`src/rtl/fifo_wr_arbiter_pkg.sv`:
```
// Shared types and constants for the FIFO write-side arbiter.
// Consumers: fifo_wr_arbiter, rr_arbiter2.
package fifo_arb_pkg;

   typedef enum logic [1:0] {
      IDLE  = 2'd0,
      WR_LO = 2'd1,
      WR_HI = 2'd2,
      ACK   = 2'd3
   } arb_state_t;

   localparam logic REQ_IDX0 = 1'b0;
   localparam logic REQ_IDX1 = 1'b1;

   localparam int TIMEOUT_CYCLES_DEF = 255;

endpackage

```
`src/rtl/fifo_wr_arbiter_if.sv`:
```
// Requester, FIFO write-port and status signals of the write arbiter.
// drop exists only when FIFO_ARB_TIMEOUT_EN is defined.
interface fifo_wr_arbiter_if #(
   parameter int DATA_WIDTH = 8
);
   logic                    req0;
   logic                    req1;
   logic [2*DATA_WIDTH-1:0] data0;
   logic [2*DATA_WIDTH-1:0] data1;
   logic                    len0;
   logic                    len1;
   logic                    ack0;
   logic                    ack1;
   logic                    fifo_full;
   logic                    fifo_w_inc;
   logic [DATA_WIDTH-1:0]   fifo_wr_data;
   logic                    busy;
`ifdef FIFO_ARB_TIMEOUT_EN
   logic                    drop;
`endif

   modport master (
      input  req0, req1, data0, data1, len0, len1, fifo_full,
      output ack0, ack1, fifo_w_inc, fifo_wr_data, busy
`ifdef FIFO_ARB_TIMEOUT_EN
      , output drop
`endif
   );

   modport slave (
      output req0, req1, data0, data1, len0, len1, fifo_full,
      input  ack0, ack1, fifo_w_inc, fifo_wr_data, busy
`ifdef FIFO_ARB_TIMEOUT_EN
      , input drop
`endif
   );

endinterface

```
`src/rtl/fifo_wr_arbiter_rr.sv`:
```
// Two-way round-robin grant; on a tie the requester not granted last wins.
// last_grant resets to 1 so requester 0 takes the first tie.
module rr_arbiter2
   import fifo_arb_pkg::*;
(
   input  logic clk,
   input  logic rst,
   input  logic req0,
   input  logic req1,
   input  logic update,
   output logic grant
);

   logic last_grant;

   always_comb begin
      grant = REQ_IDX0;
      if (req0 && req1) begin
         grant = ~last_grant;
      end else if (req1) begin
         grant = REQ_IDX1;
      end
   end

   always_ff @(posedge clk or posedge rst) begin
      if (rst) begin
         last_grant <= REQ_IDX1;
      end else if (update) begin
         last_grant <= grant;
      end
   end

endmodule

```
`src/rtl/fifo_wr_arbiter.sv`:
```
// Serialises atomic 1/2-word frames from two requesters into one FIFO write port.
// FULL stalls in place; FIFO_ARB_TIMEOUT_EN adds a WR_LO stall timeout with drop.
module fifo_wr_arbiter
   import fifo_arb_pkg::*;
#(
   parameter int DATA_WIDTH = 8
`ifdef FIFO_ARB_TIMEOUT_EN
   , parameter int TIMEOUT_CYCLES = TIMEOUT_CYCLES_DEF
`endif
) (
   input  logic               clk,
   input  logic               rst,
   fifo_wr_arbiter_if.master  bus
);

   arb_state_t              state_q;
   arb_state_t              state_d;
   logic [2*DATA_WIDTH-1:0] data_q;
   logic                    len_q;
   logic                    idx_q;
   logic                    grant;
   logic                    grant_en;

   rr_arbiter2 u_rr (
      .clk    (clk),
      .rst    (rst),
      .req0   (bus.req0),
      .req1   (bus.req1),
      .update (grant_en),
      .grant  (grant)
   );

`ifdef FIFO_ARB_TIMEOUT_EN
   localparam int CNT_W = ($clog2(TIMEOUT_CYCLES + 1) > 8) ? $clog2(TIMEOUT_CYCLES + 1) : 8;

   logic [CNT_W-1:0] stall_q;
   logic             drop_q;
   logic             abort;
`endif

   always_comb begin
      state_d  = state_q;
      grant_en = 1'b0;
`ifdef FIFO_ARB_TIMEOUT_EN
      abort    = 1'b0;
`endif
      case (state_q)
         IDLE: begin
            if (bus.req0 || bus.req1) begin
               grant_en = 1'b1;
               state_d  = WR_LO;
            end
         end
         WR_LO: begin
            if (!bus.fifo_full) begin
               state_d = len_q ? WR_HI : ACK;
            end
`ifdef FIFO_ARB_TIMEOUT_EN
            // This full cycle is the TIMEOUT_CYCLES-th: abandon before any word goes out.
            else if (stall_q == CNT_W'(TIMEOUT_CYCLES - 1)) begin
               abort   = 1'b1;
               state_d = ACK;
            end
`endif
         end
         WR_HI: begin
            if (!bus.fifo_full) begin
               state_d = ACK;
            end
         end
         ACK:     state_d = IDLE;
         default: state_d = IDLE;
      endcase
   end

   always_ff @(posedge clk or posedge rst) begin
      if (rst) begin
         state_q <= IDLE;
         data_q  <= '0;
         len_q   <= 1'b0;
         idx_q   <= REQ_IDX0;
      end else begin
         state_q <= state_d;
         if (grant_en) begin
            data_q <= (grant == REQ_IDX1) ? bus.data1 : bus.data0;
            len_q  <= (grant == REQ_IDX1) ? bus.len1  : bus.len0;
            idx_q  <= grant;
         end
      end
   end

`ifdef FIFO_ARB_TIMEOUT_EN
   always_ff @(posedge clk or posedge rst) begin
      if (rst) begin
         stall_q <= '0;
         drop_q  <= 1'b0;
      end else begin
         if (grant_en) begin
            stall_q <= '0;
            drop_q  <= 1'b0;
         end else if (state_q == WR_LO && bus.fifo_full) begin
            stall_q <= stall_q + 1'b1;
         end
         if (abort) begin
            drop_q <= 1'b1;
         end
      end
   end

   assign bus.drop = (state_q == ACK) && drop_q;
`endif

   assign bus.fifo_w_inc = ((state_q == WR_LO) || (state_q == WR_HI)) && !bus.fifo_full;
   assign bus.busy       = (state_q != IDLE);
   assign bus.ack0       = (state_q == ACK) && (idx_q == REQ_IDX0);
   assign bus.ack1       = (state_q == ACK) && (idx_q == REQ_IDX1);

   always_comb begin
      bus.fifo_wr_data = '0;
      if (state_q == WR_LO) begin
         bus.fifo_wr_data = data_q[DATA_WIDTH-1:0];
      end else if (state_q == WR_HI) begin
         bus.fifo_wr_data = data_q[2*DATA_WIDTH-1:DATA_WIDTH];
      end
   end

endmodule

```
`src/flat_wrapper.sv`:
```
// flat-port wrapper written by rule: the top's interface ports become plain ports
module fifo_wr_arbiter_flat import fifo_arb_pkg::*;
#(
   parameter int DATA_WIDTH = 8

)
  (clk, rst, bus_req0, bus_req1, bus_data0, bus_data1, bus_len0, bus_len1, bus_fifo_full, bus_ack0, bus_ack1, bus_fifo_w_inc, bus_fifo_wr_data, bus_busy);
  fifo_wr_arbiter_if #(.DATA_WIDTH(DATA_WIDTH)) bus_i ();
  input  logic clk;
  input  logic rst;
  input wire logic [$bits(bus_i.req0)-1:0] bus_req0;
  input wire logic [$bits(bus_i.req1)-1:0] bus_req1;
  input wire logic [$bits(bus_i.data0)-1:0] bus_data0;
  input wire logic [$bits(bus_i.data1)-1:0] bus_data1;
  input wire logic [$bits(bus_i.len0)-1:0] bus_len0;
  input wire logic [$bits(bus_i.len1)-1:0] bus_len1;
  input wire logic [$bits(bus_i.fifo_full)-1:0] bus_fifo_full;
  output wire logic [$bits(bus_i.ack0)-1:0] bus_ack0;
  output wire logic [$bits(bus_i.ack1)-1:0] bus_ack1;
  output wire logic [$bits(bus_i.fifo_w_inc)-1:0] bus_fifo_w_inc;
  output wire logic [$bits(bus_i.fifo_wr_data)-1:0] bus_fifo_wr_data;
  output wire logic [$bits(bus_i.busy)-1:0] bus_busy;
  assign bus_i.req0 = bus_req0;
  assign bus_i.req1 = bus_req1;
  assign bus_i.data0 = bus_data0;
  assign bus_i.data1 = bus_data1;
  assign bus_i.len0 = bus_len0;
  assign bus_i.len1 = bus_len1;
  assign bus_i.fifo_full = bus_fifo_full;
  assign bus_ack0 = bus_i.ack0;
  assign bus_ack1 = bus_i.ack1;
  assign bus_fifo_w_inc = bus_i.fifo_w_inc;
  assign bus_fifo_wr_data = bus_i.fifo_wr_data;
  assign bus_busy = bus_i.busy;
  fifo_wr_arbiter #(.DATA_WIDTH(DATA_WIDTH)) u_core (.clk(clk), .rst(rst), .bus(bus_i));
endmodule
```
`config.mk`:
```
export PLATFORM = sky130hd
export DESIGN_NAME = fifo_wr_arbiter_flat
export DESIGN_NICKNAME = d
export VERILOG_FILES = /design/src/rtl/fifo_wr_arbiter_pkg.sv /design/src/rtl/fifo_wr_arbiter_if.sv /design/src/rtl/fifo_wr_arbiter_rr.sv /design/src/rtl/fifo_wr_arbiter.sv /design/src/flat_wrapper.sv
export SDC_FILE = /design/constraint.sdc
export NUM_CORES = 1
export LEC_CHECK = 0
export CAP_MARGIN = 20
export CORE_MARGIN = 2
export CORE_UTILIZATION = 44
export CTS_CLUSTER_DIAMETER = 150
export DETAILED_ROUTE_END_ITERATION = 10
export PLACE_DENSITY = 0.93
export SYNTH_ARGS = -nofsm -noshare
export SYNTH_HDL_FRONTEND = slang
export SYNTH_SLANG_ARGS = --single-unit
```
`constraint.sdc`:
```
create_clock -name clk -period 4.4 [get_ports clk]
set_input_delay 1.32 -clock clk [delete_from_list [all_inputs] [get_ports clk]]
set_output_delay 1.32 -clock clk [all_outputs]
set_load 0.005 [all_outputs]
```
==> results of run 1 <==
==> layer usage <==
layer | wire [µm] | vias up | global-route usage, % | part of all wire (%)
li1 | - | 508 | - | -
met4 | 24 | 0 | 5.575 | 0.85
met3 | 170 | 4 | 4.684 | 6.0
met1 | 1094 | 493 | 23.11 | 39
met2 | 1541 | 48 | 35.88 | 54
met5 | 0 | - | 0 | 0
==> through the flow <==
step	total power, W	setup slack (ps)	utilization, %	hold WS [ps]	std cells
5_1_grt	0.001033	591.5	68.03	534.7	196
3_3_place_gp	0.0008291	696.2	66.97	463.5	192
6_report	0.0009556	613.8	68.03	498.9	196
2_1_floorplan	0.0006462	1645	-	449.7	117
3_5_place_dp	0.0008659	628.0	66.97	476.7	192
4_1_cts	0.0009605	619.8	68.03	502.2	196
==> cells in the final DEF (no fill, tap or decap), types with 2 or more instances in the layout <==
master            n
clkdlybuf4s50_1  50
a22o_1            5
mux2i_1          17
ha_1              4
clkbuf_4          3
inv_1             3
dfrtp_1          20
o21ai_1           9
nor2b_1           3
o21ai_0          13
a21oi_1           2
nand2_1          24
==> power by group <==
group	total [W]	switching, W	internal [W]
sequential	0.000353	0.0000607	0.000292
clock	0.0000928	0.0000575	0.0000353
combinational	0.000510	0.000240	0.000270
==> state kept, by name, indices dropped and copies added (netlist names) <==
name                    flops
u_core.len_q                1
u_core.idx_q                1
u_core.u_rr.last_grant      1
u_core.data_q              16
u_core.state_q              2
==> worst reg2reg max path: cells and delay by family (launching register included) <==
family	cells	cell delay, ps
AO/OA/AOI/OAI	2	810
flip-flops	1	560
multiplexers	1	300
==> logic make-up (layout without fill, tap and decap cells) <==
| family | count (synthesis) | count (layout) | synth area share [%] |
|---|---|---|---|
| muxes | 18 | 18 | 15.96 |
| AOI/OAI and AO/OA | 35 | 35 | 18.23 |
| buffers and inverters | 10 | 59 | 5.608 |
| DFF | 21 | 21 | 45.42 |
| adders and majority gates | 4 | 4 | 4.315 |
| and+or+nand+nor | 29 | 29 | 10.47 |
==> cells in the mapped netlist <==
cell	instances	area (µm²)
clkbuf_1	1	3.750
clkbuf_2	1	5.000
mux2_4	1	15.01
o31a_1	1	8.760
a21bo_1	1	10.01
a221oi_1	1	8.760
and2_1	1	6.260
nand2b_1	1	6.260
nor2b_1	3	18.77
dfstp_2	1	26.28
dfrtp_1	20	500.5
o2bb2ai_1	1	8.760
a21oi_1	2	10.01
nand2_1	24	90.09
a31oi_1	1	6.260
buf_6	1	11.26
a22o_1	5	43.79
buf_12	1	20.02
inv_1	3	11.26
buf_2	2	10.01
o21ai_1	10	50.05
inv_2	1	3.750
ha_1	4	50.05
mux2i_1	17	170.2
o21ai_0	13	65.06
==> cell type report <==
cell class | count | share of cell area, %
multi-input cells | 86 | 33.93
clock buffers | 4 | 1.559
well taps | 30 | 2.227
flip-flops and latches | 21 | 31.25
repair buffers | 51 | 30.14
inverters | 4 | 0.8909
==> worst max-delay path by stage <==
stage,from,to,slack (ps)
3_3_place_gp,bus_fifo_full,bus_fifo_w_inc,700
3_5_place_dp,bus_fifo_full,bus_fifo_w_inc,630
5_1_grt,bus_fifo_full,bus_fifo_w_inc,590
6_report,bus_fifo_full,bus_fifo_w_inc,610
2_1_floorplan,bus_fifo_full,bus_fifo_w_inc,1650
4_1_cts,bus_fifo_full,bus_fifo_w_inc,620
==> impl_metrics.py, run 1 <==
metrics = {
    "status": {
        "status": "completed",
    },
    "routing": {
        "firstDrtPassIters": 4,
        "drt_wl_total_um": 2831,
        "drtIter0Drc": 35,
        "viasPerCell": 5.372,
        "ant_nets": 0,
        "vias": 1053,
        "drc": 0,
        "routedWlPerCell_um": 14.44,
    },
    "cells_and_area": {
        "multi_input_area_um2": 571.8,
        "antenna_cells": 0,
        "final_area_um2": 1685,
        "fin_nets": 210,
        "syn2layout_area_growth_pct": 45.31,
        "layout-drive-gt1-share_pct": 4.819,
        "fillers": 201,
        "ff_latch_area_um2": 526.8,
    },
    "power_and_ir_drop": {
        "power_density_nw_per_um2": 567.0,
        "irDropWorstVdd_v": 0.0003718,
        "leakage_nw": 0.7780,
    },
    "floorplan": {
        "rows": 18,
        "die-area_um2": 3063,
        "coreArea_um2": 2477,
        "die_w_um": 55.34,
        "start_util_pct": 46.82,
        "die_h_um": 55.34,
        "io_pins": 51,
    },
    "critical_path": {
        "cpMaxStageDelayCell": "clkdlybuf4s50_1",
        "critical_path_required_ps": 3080,
        "cpLargestDelayFamily": "buffers and inverters",
        "cp-start-kind": "input port",
        "slowest_delay_ps": 540,
        "rr_endpoint": "u_core.data_q[7]",
        "r2r_slack_ps": 2610,
        "cp.arrival_ps": 2470,
        "path_depth": 3,
        "crit_path_end_kind": "output pin",
        "path_class": "in2out",
        "cp_max_fo": 4,
        "r2r-start": "u_core.u_rr.last_grant",
        "crit_top_cell": "clkdlybuf4s50_1",
        "worstPathCellList": "clkdlybuf4s50_1 -> nor2b_1 -> clkdlybuf4s50_1",
        "ff2ff_path_depth": 3,
        "cp_num_buf_inv": 2,
    },
    "placement": {
        "port-buffer-count": 50,
        "postPlaceCellArea_um2": 1659,
        "dp_hpwl_um": 2190,
        "gp_congestion": 0.7816,
    },
    "clock_network": {
        "cts.sinks": 21,
        "cts_max_path_buffers": 2,
        "numCtsBuffers": 3,
        "clk_pin_slew_worst_paths_ps": 110,
        "cts.htree.levels": 1,
        "ctsResizeCount": 0,
        "cts_tree": "built",
        "clock-root-buffer": "clkbuf_4",
        "cts_setup_buffers": 0,
        "insertion_delay_ps": 300,
        "postCtsHoldBufs": 0,
    },
    "min_path": {
        "holdPathEnd": "u_core.data_q[14]",
        "min-delay-start": "u_core.data_q[14]",
        "min_delay_path_depth": 2,
        "hold_class": "reg2reg",
    },
    "sta": {
        "post-route-period-util_pct": 86.05,
        "worst_pin_slew_ps": 882.7,
        "max-slew-margin-rel_pct": 41.15,
        "fin_skew_ps": 1.115,
        "hold_viol": 0,
        "max_freq_ghz": 0.2641,
        "tns_ps": 0,
        "finalSetupViolations": 0,
        "rsz0062_at_grt": "no",
        "drv_slew": 0,
        "period_needed_ps": 3786,
    },
    "global_route": {
        "grt-ovfl-total": 0,
        "antenna_found_initial": 0,
        "grt.total_usage_pct": 19.80,
        "grt_pass1_wl_um": 4823,
        "grt_max_degree": 36,
        "grt_pass1_vias": 1063,
    },
    "logic_synthesis": {
        "synth_cells": 117,
        "synth_seq_cells": 21,
        "syn_avg_cell_area_um2": 9.913,
        "ys_warn_count": 0,
        "synth_cell_type_count": 25,
        "netlist_area_um2": 1160,
        "synth.net_count": 160,
        "ys_seq_area_share_pct": 45.42,
    },
    "run": {
        "maxCapViolCount": 0,
    },
}
Power figures use the tool's default switching activity.
==> inputs of run 2 (changes only) <==
--- a/config.mk
+++ b/config.mk
@@ -11,6 +11,7 @@
 export CTS_CLUSTER_DIAMETER = 150
 export DETAILED_ROUTE_END_ITERATION = 10
 export PLACE_DENSITY = 0.93
+export SLEW_MARGIN = 10
 export SYNTH_ARGS = -nofsm -noshare
 export SYNTH_HDL_FRONTEND = slang
 export SYNTH_SLANG_ARGS = --single-unit
==> results of run 2 <==
No change in the layout: final DEF, timing and power equal those of run 1.
